**src/rtl/morse_word_decoder_hs_pkg.sv**
```systemverilog
// Shared definitions for the Morse word receiver: character codes, FSM encoding and
// the pattern-to-character table (dit = 0, dah = 1, first symbol in the MSB of the pattern).
package morse_word_decoder_hs_pkg;

    localparam int unsigned CHAR_W = 8;
    localparam logic [CHAR_W-1:0] CHAR_NONE = 8'h00;

    localparam logic [CHAR_W-1:0] CHAR_MORSE_A = 8'h41;
    localparam logic [CHAR_W-1:0] CHAR_MORSE_B = 8'h42;
    localparam logic [CHAR_W-1:0] CHAR_MORSE_C = 8'h43;
    localparam logic [CHAR_W-1:0] CHAR_MORSE_D = 8'h44;
    localparam logic [CHAR_W-1:0] CHAR_MORSE_E = 8'h45;
    localparam logic [CHAR_W-1:0] CHAR_MORSE_F = 8'h46;
    localparam logic [CHAR_W-1:0] CHAR_MORSE_G = 8'h47;
    localparam logic [CHAR_W-1:0] CHAR_MORSE_H = 8'h48;
    localparam logic [CHAR_W-1:0] CHAR_MORSE_I = 8'h49;
    localparam logic [CHAR_W-1:0] CHAR_MORSE_J = 8'h4a;
    localparam logic [CHAR_W-1:0] CHAR_MORSE_K = 8'h4b;
    localparam logic [CHAR_W-1:0] CHAR_MORSE_L = 8'h4c;
    localparam logic [CHAR_W-1:0] CHAR_MORSE_M = 8'h4d;
    localparam logic [CHAR_W-1:0] CHAR_MORSE_N = 8'h4e;
    localparam logic [CHAR_W-1:0] CHAR_MORSE_O = 8'h4f;
    localparam logic [CHAR_W-1:0] CHAR_MORSE_P = 8'h50;
    localparam logic [CHAR_W-1:0] CHAR_MORSE_Q = 8'h51;
    localparam logic [CHAR_W-1:0] CHAR_MORSE_R = 8'h52;
    localparam logic [CHAR_W-1:0] CHAR_MORSE_S = 8'h53;
    localparam logic [CHAR_W-1:0] CHAR_MORSE_T = 8'h54;
    localparam logic [CHAR_W-1:0] CHAR_MORSE_U = 8'h55;
    localparam logic [CHAR_W-1:0] CHAR_MORSE_V = 8'h56;
    localparam logic [CHAR_W-1:0] CHAR_MORSE_W = 8'h57;
    localparam logic [CHAR_W-1:0] CHAR_MORSE_X = 8'h58;
    localparam logic [CHAR_W-1:0] CHAR_MORSE_Y = 8'h59;
    localparam logic [CHAR_W-1:0] CHAR_MORSE_Z = 8'h5a;
    localparam logic [CHAR_W-1:0] CHAR_MORSE_0 = 8'h30;
    localparam logic [CHAR_W-1:0] CHAR_MORSE_1 = 8'h31;
    localparam logic [CHAR_W-1:0] CHAR_MORSE_2 = 8'h32;
    localparam logic [CHAR_W-1:0] CHAR_MORSE_3 = 8'h33;
    localparam logic [CHAR_W-1:0] CHAR_MORSE_4 = 8'h34;
    localparam logic [CHAR_W-1:0] CHAR_MORSE_5 = 8'h35;
    localparam logic [CHAR_W-1:0] CHAR_MORSE_6 = 8'h36;
    localparam logic [CHAR_W-1:0] CHAR_MORSE_7 = 8'h37;
    localparam logic [CHAR_W-1:0] CHAR_MORSE_8 = 8'h38;
    localparam logic [CHAR_W-1:0] CHAR_MORSE_9 = 8'h39;

    typedef enum logic [1:0] {
        StIdle  = 2'd0,
        StMark  = 2'd1,
        StSpace = 2'd2
    } state_e;

    typedef struct packed {
        logic [2:0]        len;
        logic [4:0]        pat;
        logic [CHAR_W-1:0] code;
    } morse_entry_t;

    localparam int unsigned MORSE_ENTRIES = 36;

    localparam morse_entry_t MORSE_TABLE [MORSE_ENTRIES] = '{
        {3'd2, 5'b00001, CHAR_MORSE_A}, {3'd4, 5'b01000, CHAR_MORSE_B},
        {3'd4, 5'b01010, CHAR_MORSE_C}, {3'd3, 5'b00100, CHAR_MORSE_D},
        {3'd1, 5'b00000, CHAR_MORSE_E}, {3'd4, 5'b00010, CHAR_MORSE_F},
        {3'd3, 5'b00110, CHAR_MORSE_G}, {3'd4, 5'b00000, CHAR_MORSE_H},
        {3'd2, 5'b00000, CHAR_MORSE_I}, {3'd4, 5'b00111, CHAR_MORSE_J},
        {3'd3, 5'b00101, CHAR_MORSE_K}, {3'd4, 5'b00100, CHAR_MORSE_L},
        {3'd2, 5'b00011, CHAR_MORSE_M}, {3'd2, 5'b00010, CHAR_MORSE_N},
        {3'd3, 5'b00111, CHAR_MORSE_O}, {3'd4, 5'b00110, CHAR_MORSE_P},
        {3'd4, 5'b01101, CHAR_MORSE_Q}, {3'd3, 5'b00010, CHAR_MORSE_R},
        {3'd3, 5'b00000, CHAR_MORSE_S}, {3'd1, 5'b00001, CHAR_MORSE_T},
        {3'd3, 5'b00001, CHAR_MORSE_U}, {3'd4, 5'b00001, CHAR_MORSE_V},
        {3'd3, 5'b00011, CHAR_MORSE_W}, {3'd4, 5'b01001, CHAR_MORSE_X},
        {3'd4, 5'b01011, CHAR_MORSE_Y}, {3'd4, 5'b01100, CHAR_MORSE_Z},
        {3'd5, 5'b11111, CHAR_MORSE_0}, {3'd5, 5'b01111, CHAR_MORSE_1},
        {3'd5, 5'b00111, CHAR_MORSE_2}, {3'd5, 5'b00011, CHAR_MORSE_3},
        {3'd5, 5'b00001, CHAR_MORSE_4}, {3'd5, 5'b00000, CHAR_MORSE_5},
        {3'd5, 5'b10000, CHAR_MORSE_6}, {3'd5, 5'b11000, CHAR_MORSE_7},
        {3'd5, 5'b11100, CHAR_MORSE_8}, {3'd5, 5'b11110, CHAR_MORSE_9}
    };

endpackage

```
**src/rtl/morse_pattern_to_char.sv**
```systemverilog
// Combinational lookup of a dit/dah pattern plus symbol count into a character code.
// Shared with the transmitter side, so it carries no state.
module morse_pattern_to_char
    import morse_word_decoder_hs_pkg::*;
#(
    parameter int unsigned MAX_SYMBOLS = 6
) (
    input  logic [MAX_SYMBOLS-1:0]         pattern,
    input  logic [$clog2(MAX_SYMBOLS+1)-1:0] count,
    output logic [CHAR_W-1:0]              char_code,
    output logic                           valid
);

    always_comb begin
        char_code = CHAR_NONE;
        valid     = 1'b0;
        for (int i = 0; i < MORSE_ENTRIES; i++) begin
            if ((32'(count) == 32'(MORSE_TABLE[i].len)) &&
                (32'(pattern) == 32'(MORSE_TABLE[i].pat))) begin
                char_code = MORSE_TABLE[i].code;
                valid     = 1'b1;
            end
        end
    end

endmodule

```
**src/rtl/morse_word_decoder_hs.sv**
```systemverilog
// Morse word receiver: classifies marks into dits/dahs, assembles characters and words,
// and hands each finished word downstream through a single valid/ready holding register.
module morse_word_decoder_hs
    import morse_word_decoder_hs_pkg::*;
#(
    parameter int unsigned PULSE_CNT_W = 16,
    parameter int unsigned MAX_CHARS   = 16,
    parameter int unsigned MAX_SYMBOLS = 6,
    localparam int unsigned LEN_W      = $clog2(MAX_CHARS + 1),
    localparam int unsigned WORD_W     = CHAR_W * MAX_CHARS
) (
    input  logic                   clk,
    input  logic                   rst,
    input  logic                   ce,
    input  logic                   signal,
    input  logic [PULSE_CNT_W-1:0] dit_time,
    input  logic [PULSE_CNT_W-1:0] dah_time,
    input  logic [PULSE_CNT_W-1:0] word_time,
    input  logic [PULSE_CNT_W-1:0] tol_time,
    output logic [WORD_W-1:0]      word,
    output logic [LEN_W-1:0]       word_len,
    output logic                   word_err,
    output logic                   word_ovf,
    output logic                   out_valid,
    input  logic                   out_ready,
    output logic                   dropped
);

    localparam int unsigned SYM_W = $clog2(MAX_SYMBOLS + 1);

    function automatic logic [PULSE_CNT_W-1:0] sat_inc(input logic [PULSE_CNT_W-1:0] v);
        return (&v) ? v : v + PULSE_CNT_W'(1);
    endfunction

    function automatic logic [PULSE_CNT_W:0] abs_diff(input logic [PULSE_CNT_W-1:0] a,
                                                      input logic [PULSE_CNT_W-1:0] b);
        logic [PULSE_CNT_W:0] d;
        d = {1'b0, a} - {1'b0, b};
        return d[PULSE_CNT_W] ? ({1'b0, b} - {1'b0, a}) : d;
    endfunction

    // A threshold that would be zero or negative fires on the first gap tick instead.
    function automatic logic [PULSE_CNT_W-1:0] gap_thr(input logic [PULSE_CNT_W-1:0] a,
                                                       input logic [PULSE_CNT_W-1:0] b);
        return (a > b) ? a - b : PULSE_CNT_W'(1);
    endfunction

    state_e                 state_q, state_d;
    logic [PULSE_CNT_W-1:0] mark_cnt_q, mark_cnt_d;
    logic [PULSE_CNT_W-1:0] gap_cnt_q, gap_cnt_d;
    logic [MAX_SYMBOLS-1:0] pat_q, pat_d;
    logic [SYM_W-1:0]       sym_cnt_q, sym_cnt_d;
    logic                   char_err_q, char_err_d;
    logic [WORD_W-1:0]      acc_word_q, acc_word_d;
    logic [LEN_W-1:0]       acc_len_q, acc_len_d;
    logic                   acc_err_q, acc_err_d;
    logic                   acc_ovf_q, acc_ovf_d;

    logic [WORD_W-1:0]      out_word_q, out_word_d;
    logic [LEN_W-1:0]       out_len_q, out_len_d;
    logic                   out_err_q, out_err_d;
    logic                   out_ovf_q, out_ovf_d;
    logic                   out_valid_q, out_valid_d;
    logic                   dropped_q, dropped_d;

    logic                   is_dit, is_dah;
    logic [PULSE_CNT_W-1:0] char_thr, word_thr;
    logic                   char_pending;
    logic                   sym_fire, char_fire, word_fire, emit;
    logic [WORD_W-1:0]      cap_word;
    logic [LEN_W-1:0]       cap_len;
    logic                   cap_err, cap_ovf;
    logic [CHAR_W-1:0]      lut_char;
    logic                   lut_valid;

    morse_pattern_to_char #(
        .MAX_SYMBOLS(MAX_SYMBOLS)
    ) u_lut (
        .pattern  (pat_q),
        .count    (sym_cnt_q),
        .char_code(lut_char),
        .valid    (lut_valid)
    );

    assign is_dit       = abs_diff(mark_cnt_q, dit_time) <= {1'b0, tol_time};
    assign is_dah       = abs_diff(mark_cnt_q, dah_time) <= {1'b0, tol_time};
    assign char_thr     = gap_thr(dah_time, tol_time);
    assign word_thr     = gap_thr(word_time, tol_time);
    assign char_pending = (sym_cnt_q != '0) || char_err_q;

    always_comb begin
        state_d    = state_q;
        mark_cnt_d = mark_cnt_q;
        gap_cnt_d  = gap_cnt_q;
        pat_d      = pat_q;
        sym_cnt_d  = sym_cnt_q;
        char_err_d = char_err_q;
        acc_word_d = acc_word_q;
        acc_len_d  = acc_len_q;
        acc_err_d  = acc_err_q;
        acc_ovf_d  = acc_ovf_q;
        sym_fire   = 1'b0;
        char_fire  = 1'b0;
        word_fire  = 1'b0;
        emit       = 1'b0;
        cap_word   = '0;
        cap_len    = '0;
        cap_err    = 1'b0;
        cap_ovf    = 1'b0;

        if (ce) begin
            unique case (state_q)
                StIdle: begin
                    if (signal) begin
                        state_d    = StMark;
                        mark_cnt_d = PULSE_CNT_W'(1);
                    end
                end
                StMark: begin
                    if (signal) begin
                        mark_cnt_d = sat_inc(mark_cnt_q);
                    end else begin
                        state_d   = StSpace;
                        gap_cnt_d = PULSE_CNT_W'(1);
                        sym_fire  = 1'b1;
                    end
                end
                StSpace: begin
                    if (signal) begin
                        state_d    = StMark;
                        mark_cnt_d = PULSE_CNT_W'(1);
                    end else begin
                        gap_cnt_d = sat_inc(gap_cnt_q);
                        word_fire = (gap_cnt_q == word_thr);
                        // A word end also flushes a character still being assembled.
                        char_fire = char_pending && ((gap_cnt_q == char_thr) || word_fire);
                    end
                end
                default: state_d = StIdle;
            endcase
        end

        if (sym_fire) begin
            if (!is_dit && !is_dah) begin
                char_err_d = 1'b1;
            end else if (sym_cnt_q == SYM_W'(MAX_SYMBOLS)) begin
                char_err_d = 1'b1;
            end else begin
                pat_d     = (pat_q << 1) | MAX_SYMBOLS'(!is_dit);
                sym_cnt_d = sym_cnt_q + SYM_W'(1);
            end
        end

        if (char_fire) begin
            if (char_err_q || !lut_valid) begin
                acc_err_d = 1'b1;
            end else if (32'(acc_len_q) < MAX_CHARS) begin
                for (int i = 0; i < MAX_CHARS; i++) begin
                    if (acc_len_q == LEN_W'(i)) begin
                        acc_word_d[i*CHAR_W +: CHAR_W] = lut_char;
                    end
                end
                acc_len_d = acc_len_q + LEN_W'(1);
            end else begin
                acc_ovf_d = 1'b1;
            end
            pat_d      = '0;
            sym_cnt_d  = '0;
            char_err_d = 1'b0;
        end

        if (word_fire) begin
            state_d    = StIdle;
            emit       = (acc_len_d != '0) || acc_err_d || acc_ovf_d;
            cap_word   = acc_word_d;
            cap_len    = acc_len_d;
            cap_err    = acc_err_d;
            cap_ovf    = acc_ovf_d;
            acc_word_d = '0;
            acc_len_d  = '0;
            acc_err_d  = 1'b0;
            acc_ovf_d  = 1'b0;
        end
    end

    // Output holding register: a free or simultaneously drained slot takes the new word.
    always_comb begin
        out_word_d  = out_word_q;
        out_len_d   = out_len_q;
        out_err_d   = out_err_q;
        out_ovf_d   = out_ovf_q;
        out_valid_d = out_valid_q;
        dropped_d   = 1'b0;
        if (emit) begin
            if (!out_valid_q || out_ready) begin
                out_word_d  = cap_word;
                out_len_d   = cap_len;
                out_err_d   = cap_err;
                out_ovf_d   = cap_ovf;
                out_valid_d = 1'b1;
            end else begin
                dropped_d = 1'b1;
            end
        end else if (out_valid_q && out_ready) begin
            out_valid_d = 1'b0;
        end
    end

    always_ff @(posedge clk or posedge rst) begin
        if (rst) begin
            state_q     <= StIdle;
            mark_cnt_q  <= '0;
            gap_cnt_q   <= '0;
            pat_q       <= '0;
            sym_cnt_q   <= '0;
            char_err_q  <= 1'b0;
            acc_word_q  <= '0;
            acc_len_q   <= '0;
            acc_err_q   <= 1'b0;
            acc_ovf_q   <= 1'b0;
            out_word_q  <= '0;
            out_len_q   <= '0;
            out_err_q   <= 1'b0;
            out_ovf_q   <= 1'b0;
            out_valid_q <= 1'b0;
            dropped_q   <= 1'b0;
        end else begin
            state_q     <= state_d;
            mark_cnt_q  <= mark_cnt_d;
            gap_cnt_q   <= gap_cnt_d;
            pat_q       <= pat_d;
            sym_cnt_q   <= sym_cnt_d;
            char_err_q  <= char_err_d;
            acc_word_q  <= acc_word_d;
            acc_len_q   <= acc_len_d;
            acc_err_q   <= acc_err_d;
            acc_ovf_q   <= acc_ovf_d;
            out_word_q  <= out_word_d;
            out_len_q   <= out_len_d;
            out_err_q   <= out_err_d;
            out_ovf_q   <= out_ovf_d;
            out_valid_q <= out_valid_d;
            dropped_q   <= dropped_d;
        end
    end

    assign word      = out_word_q;
    assign word_len  = out_len_q;
    assign word_err  = out_err_q;
    assign word_ovf  = out_ovf_q;
    assign out_valid = out_valid_q;
    assign dropped   = dropped_q;

endmodule

```
**config.mk**
```make
export PLATFORM = sky130hd
export DESIGN_NAME = morse_word_decoder_hs
export DESIGN_NICKNAME = d
export VERILOG_FILES = /design/src/rtl/morse_word_decoder_hs_pkg.sv /design/src/rtl/morse_pattern_to_char.sv /design/src/rtl/morse_word_decoder_hs.sv
export SDC_FILE = /design/constraint.sdc
export NUM_CORES = 1
export LEC_CHECK = 0
export BUFFER_PORTS_ARGS = -buffer_cell sky130_fd_sc_hd__buf_2
export CORE_ASPECT_RATIO = 0.9
export CORE_MARGIN = 5
export CORE_UTILIZATION = 57
export CTS_BUF_LIST = sky130_fd_sc_hd__clkbuf_8
export DETAILED_ROUTE_END_ITERATION = 10
export GPL_ROUTABILITY_DRIVEN = 0
export PLACE_DENSITY = 0.88
export SLEW_MARGIN = 5
export SYNTH_ARGS = -nofsm -noshare
export SYNTH_HDL_FRONTEND = slang
export SYNTH_SLANG_ARGS = --single-unit
```
**constraint.sdc**
```tcl
create_clock -name clk -period 11.29 [get_ports clk]
set_input_delay 0.5645 -clock clk [delete_from_list [all_inputs] [get_ports clk]]
set_output_delay 0.5645 -clock clk [all_outputs]
set_load 0.01 [all_outputs]
```
==> results of run 1 <==
report_power, final:
part | leakage [nW] | internal, mW | switching (mW)
sequential | 3.97 | 1.23 | 0.112
combinational | 7.81 | 0.403 | 0.751
clock | 0.572 | 0.513 | 0.456
total | 12.3 | 2.14 | 1.32
Yosys cell counts (18+ instances only):
master,instances
a21oi_1,87
mux2_2,75
nand2_1,100
mux2_1,18
clkbuf_1,64
nand3_1,43
nor3_1,38
dfrtp_1,316
and2_1,66
o21a_1,27
xor2_1,24
o21ai_0,69
nor2b_1,30
nand4_1,27
mux2i_1,186
a21o_1,55
ha_1,139
xnor2_1,56
nor2_1,177
inv_1,202
registers in the layout (all words and copies together) (netlist names):
name / count
acc_word_q: 128
word: 128
gap_cnt_q: 16
mark_cnt_q: 16
pat_q: 6
acc_len_q: 5
word_len: 5
sym_cnt_q: 3
state_q: 2
acc_err_q: 1
acc_ovf_q: 1
char_err_q: 1
dropped: 1
out_valid: 1
word_err: 1
word_ovf: 1
cell families (layout without fill, tap and decap cells):
family	Yosys count	in the layout	share of synthesized area, %
multiplexers	279	279	14.1
flip-flops	316	316	38.4
XOR/XNOR	81	81	3.51
adder cells (fa/ha/maj)	145	145	9.02
AND/OR/NAND/NOR	597	597	15.4
buffers and inverters	303	503	6.14
AO/OA/AOI/OAI	396	396	13.5
worst min-delay path by stage:
stage | from | to | slack, ps
2_1_floorplan | acc_word_q[15] | acc_word_q[15] | 460
3_3_place_gp | word_len[2] | word_len[2] | 470
3_5_place_dp | word[111] | word[111] | 480
4_1_cts | rst | word[7] | 170
5_1_grt | rst | gap_cnt_q[3] | 190
6_report | rst | word[7] | 150
metrics by stage:
stage               worst slack (ps)  instance area [um2]  hold WS (ps)  utilization [%]
floorplan                       1980                20600           461                -
global placement                4850                21900           471             60.9
detailed placement              4590                21900           477             60.9
CTS                             4700                22900           171             63.7
global route                    4190                22900           192             63.7
finish                          4550                22900           150             63.7
per-layer routing:
metal  GRT usage (%)  wire length (um)  up-vias
met2            43.4             25900      833
met1            36.8             23100     8254
met3            6.02              4790      181
met5               0                24        -
met4            9.92              2220        4
li1                -                 -     7744
final cells by class:
class	instances	area, um2	share of cell area, %
repair buffers	214	1120	4.89
clock buffers	61	840	3.67
multi-input cells	1498	11500	50.2
inverters	202	766	3.35
flip-flops and latches	316	7910	34.6
well taps	476	596	2.60
clock inverters	26	154	0.673
==> flow_metrics.env, run 1 <==
export IMPL_status="completed"
export IMPL_vias=17000
export IMPL_core_area_um2=35900
export IMPL_dp_cells=2706
export IMPL_clkLatencyLatePin_ps=580
export IMPL_ctsHoldBuffers=0
export IMPL_synth_top_area_cell="dfrtp_1"
export IMPL_power_mw=3.46
export IMPL_syn_inst=2117
export IMPL_ant_nets=0
export IMPL_yosysWarnings=0
export IMPL_slowest_delay_ps=650
export IMPL_synth_area_per_cell_um2=9.74
export IMPL_async_reset_ff_share_pct=100
export IMPL_finClkSkew_ps=22.9
export IMPL_cpMostUsedCell="o21a_1"
export IMPL_fmaxAchievable_mhz=148
export IMPL_yosysSeqAreaShare_pct=38.4
export IMPL_layout_nets=2497
export IMPL_grt_use_total_pct=27.2
export IMPL_crit_slowest_cell="o22ai_1"
export IMPL_layout_common_cells="316 x dfrtp_1, 216 x inv_1, 205 x buf_2"
export IMPL_drive_gt1_share_pct=18.0
export IMPL_path_clk_slew_ps=60
export IMPL_criticalPathCategory="register to register"
export IMPL_cts_resized=0
export IMPL_route_detailed_drc=0
export IMPL_n_antenna_cell=0
export IMPL_cp_required_ps=11780
export IMPL_fin_cells=2793
export IMPL_min_period_ps=6740
export IMPL_die_area_um2=40100
export IMPL_r2r_end="pat_q[3]"
export IMPL_area_delta_synth_final_pct=10.9
export IMPL_cts_max_level=2
export IMPL_p_leak_nw=12.3
export IMPL_synthDistinctLibCells=90
export IMPL_critPathLaunchType="register"
export IMPL_crit_family="compound AO/OA/AOI/OAI gates"
export IMPL_fill_cells=2753
export IMPL_synth_edf_count=0
export IMPL_grt_pass1_wl_um=89500
export IMPL_rsz0062_at_grt="false"
export IMPL_grt_overflow=0
export IMPL_cp_num_buf_inv=3
export IMPL_clock_tree_root_cell="clkbuf_8"
export IMPL_synth_seq_cells=316
export IMPL_routed_wl_um=56000
export IMPL_hold_path_class="input port to asynchronous set/reset pin"
export IMPL_ys_flop_type="dfrtp_1"
export IMPL_grt_pass1_vias=16900
export IMPL_synth_net_count=2331
export IMPL_port_buffers=205
export IMPL_place_hpwl_um=40200
export IMPL_die_y_um=190
export IMPL_post_cts_buffers=0
export IMPL_antenna_found_initial=2
export IMPL_fp_dieW_um=210
export IMPL_numCtsBuffers=51
export IMPL_ys_top_cells_by_area="dfrtp_1 38%, mux2i_1 9.0%, ha_1 8.4%"
export IMPL_drt_iter0_drc=1983
export IMPL_cp_end_kind="register"
export IMPL_regToRegSetupSlack_ps=4550
export IMPL_finalMaxSlewViolations=0
export IMPL_rows=66
export IMPL_finalSetupViolations=0
export IMPL_relSlewSlack_pct=24.5
export IMPL_hold_viol=0
export IMPL_worstMarginPinSlew_ps=1130
export IMPL_clk_path_buf_depth=3
export IMPL_cap_violations=0
export IMPL_routedWlPerCell_um=20.1
export IMPL_reg2reg_depth=29
export IMPL_ir_drop_mv=0.121
export IMPL_path_depth=29
export IMPL_crit_fanout=26
export IMPL_endpoint="pat_q[3]"
export IMPL_synth_top_cell_area_share_pct=38.4
export IMPL_power_density_nw_per_um2=151
export IMPL_arrival_ps=7230
export IMPL_worstSetupStartpoint="mark_cnt_q[0]"
export IMPL_grt_max_degree=208
export IMPL_final_common_cell="dfrtp_1"
export IMPL_cts_tree="built"
export IMPL_finalSetupTns_ps=0
export IMPL_syn_area_um2=20600
export IMPL_period_share_pct=59.7
export IMPL_start_util_pct=57.4
export IMPL_vias_per_cell=6.09
export IMPL_first_pass_iters=6
export IMPL_io_pins=206
export IMPL_clock_sinks=316
export IMPL_r2r_start="mark_cnt_q[0]"
No activity file was read; power rests on OpenSTA's default activity.
==> run 2, diff against run 1 <==
==> constraint.sdc (replaced) <==
create_clock -name clk -period 7 [get_ports clk]
set_input_delay 0.35 -clock clk [delete_from_list [all_inputs] [get_ports clk]]
set_output_delay 0.35 -clock clk [all_outputs]
set_load 0.01 [all_outputs]
==> flow_metrics.env, run 2 (synthesized netlist as in run 1, its figures left out) <==
export IMPL_status="completed"
export IMPL_cp_end_kind="register"
export IMPL_dp_cells=2714
export IMPL_ir_drop_mv=0.204
export IMPL_path_clk_slew_ps=70
export IMPL_crit_fanout=11
export IMPL_route_detailed_drc=0
export IMPL_finalSetupTns_ps=0
export IMPL_area_delta_synth_final_pct=12.0
export IMPL_holdWs_ps=40.5
export IMPL_fmaxAchievable_mhz=158
export IMPL_vias_per_cell=6.11
export IMPL_hold_path_class="input port to register"
export IMPL_cp_required_ps=7500
export IMPL_power_mw=5.73
export IMPL_place_hpwl_um=41400
export IMPL_clock_sinks=316
export IMPL_cap_violations=0
export IMPL_layout_common_cells="316 x dfrtp_1, 214 x inv_1, 205 x buf_2"
export IMPL_routed_wl_um=57100
export IMPL_min_from="ce"
export IMPL_clock_tree_root_cell="clkbuf_8"
export IMPL_routedWlPerCell_um=20.3
export IMPL_worstMarginPinSlew_ps=1110
export IMPL_cts_max_level=2
export IMPL_cts_tree="built"
export IMPL_slowest_delay_ps=520
export IMPL_drive_gt1_share_pct=18.5
export IMPL_regToRegSetupSlack_ps=650
export IMPL_vias=17200
export IMPL_core_area_um2=35900
export IMPL_rsz0062_at_grt="false"
export IMPL_fin_cells=2808
export IMPL_ant_nets=0
export IMPL_reg2reg_depth=29
export IMPL_drt_iter0_drc=1792
export IMPL_critPathLaunchType="register"
export IMPL_rows=66
export IMPL_die_y_um=190
export IMPL_antenna_found_initial=0
export IMPL_layout_nets=2504
export IMPL_finalMaxSlewViolations=0
export IMPL_first_pass_iters=6
export IMPL_min_period_ps=6350
export IMPL_die_area_um2=40100
export IMPL_r2r_start="mark_cnt_q[0]"
export IMPL_port_buffers=205
export IMPL_grt_use_total_pct=27.7
export IMPL_start_util_pct=57.4
export IMPL_finalSetupViolations=0
export IMPL_numCtsBuffers=49
export IMPL_grt_pass1_wl_um=91200
export IMPL_fp_dieW_um=210
export IMPL_arrival_ps=6840
export IMPL_grt_max_degree=190
export IMPL_clkLatencyLatePin_ps=600
export IMPL_hold_viol=0
export IMPL_power_density_nw_per_um2=248
export IMPL_criticalPathCategory="register to register"
export IMPL_post_cts_buffers=0
export IMPL_hold_depth=2
export IMPL_grt_overflow=0
export IMPL_endpoint="pat_q[3]"
export IMPL_cpMostUsedCell="o21a_1"
export IMPL_worstSetupStartpoint="mark_cnt_q[0]"
export IMPL_crit_slowest_cell="a21oi_2"
export IMPL_finClkSkew_ps=29.3
export IMPL_period_share_pct=90.6
export IMPL_clk_path_buf_depth=3
export IMPL_r2r_end="pat_q[3]"
export IMPL_p_leak_nw=12.5
export IMPL_final_common_cell="dfrtp_1"
export IMPL_io_pins=206
export IMPL_grt_pass1_vias=17300
export IMPL_relSlewSlack_pct=25.7
run 2: cell count changes in the layout (fill, tap and decap cells not counted), sizes merged:
cell,before,now
clkinvlp,1,2
dlygate4sd3,0,1
buf,214,222
inv,218,216
clkbuf,61,68
bufinv,1,2
diode,0,1
clkinv,8,6
run 2: stage by stage:
| stage | utilization [%] | instance area (um2) | setup slack [ps] |
|---|---|---|---|
| finish | 64.3 | 23100 | 655 |
| CTS | 64.3 | 23100 | 762 |
| detailed placement | 61.1 | 22000 | 768 |
| global placement | 61.1 | 22000 | 974 |
| floorplan | - | 20600 | 883 |
| global route | 64.3 | 23100 | 322 |
run 2: report_power, final:
part	leakage, nW	total [mW]	internal (mW)	switching [mW]
sequential	3.97	2.16	1.98	0.178
clock	0.626	1.72	0.949	0.770
combinational	7.85	1.85	0.657	1.19
run 2: area by class of cell:
class	count	area, um2
Antenna cell	1	2.50
Clock buffer	68	936
Clock inverter	24	185
Fill cell	2666	12800
Inverter	202	762
Multi-Input combinational cell	1498	11500
Sequential cell	316	7910
Tap cell	476	596
Timing Repair Buffer	223	1210
run 2: critical path: cells and delay by family, from the launching register on:
kind / cells / cell delay (ps)
AO/OA/AOI/OAI: 20 / 3900
AND/OR/NAND/NOR: 2 / 220
flip-flops: 1 / 460
adder cells (fa/ha/maj): 3 / 880
buffers and inverters: 3 / 380
multiplexers: 1 / 420
run 2: worst min-delay path by stage:
stage / endpoint / slack (ps)
2_1_floorplan: state_q[0] / 450
5_1_grt: state_q[0] / 70
4_1_cts: state_q[0] / 20
3_5_place_dp: word[2] / 470
3_3_place_gp: word[2] / 460
6_report: state_q[0] / 40
run 2: layer usage:
| metal | share of wire (%) | track usage, % | wire (um) | up-vias |
|---|---|---|---|---|
| met5 | 0 | 0 | 0 | - |
| met4 | 3.6 | 10.1 | 2050 | 0 |
| met3 | 7.6 | 4.87 | 4360 | 180 |
| met2 | 47 | 45.3 | 27000 | 797 |
| met1 | 41 | 37.5 | 23700 | 8425 |
| li1 | - | - | - | 7754 |
run 2: what timing repair did:
item	in CTS	in global routing
hold endpoints to repair	27	0
hold buffers	1	0
gates resized for setup	0	0
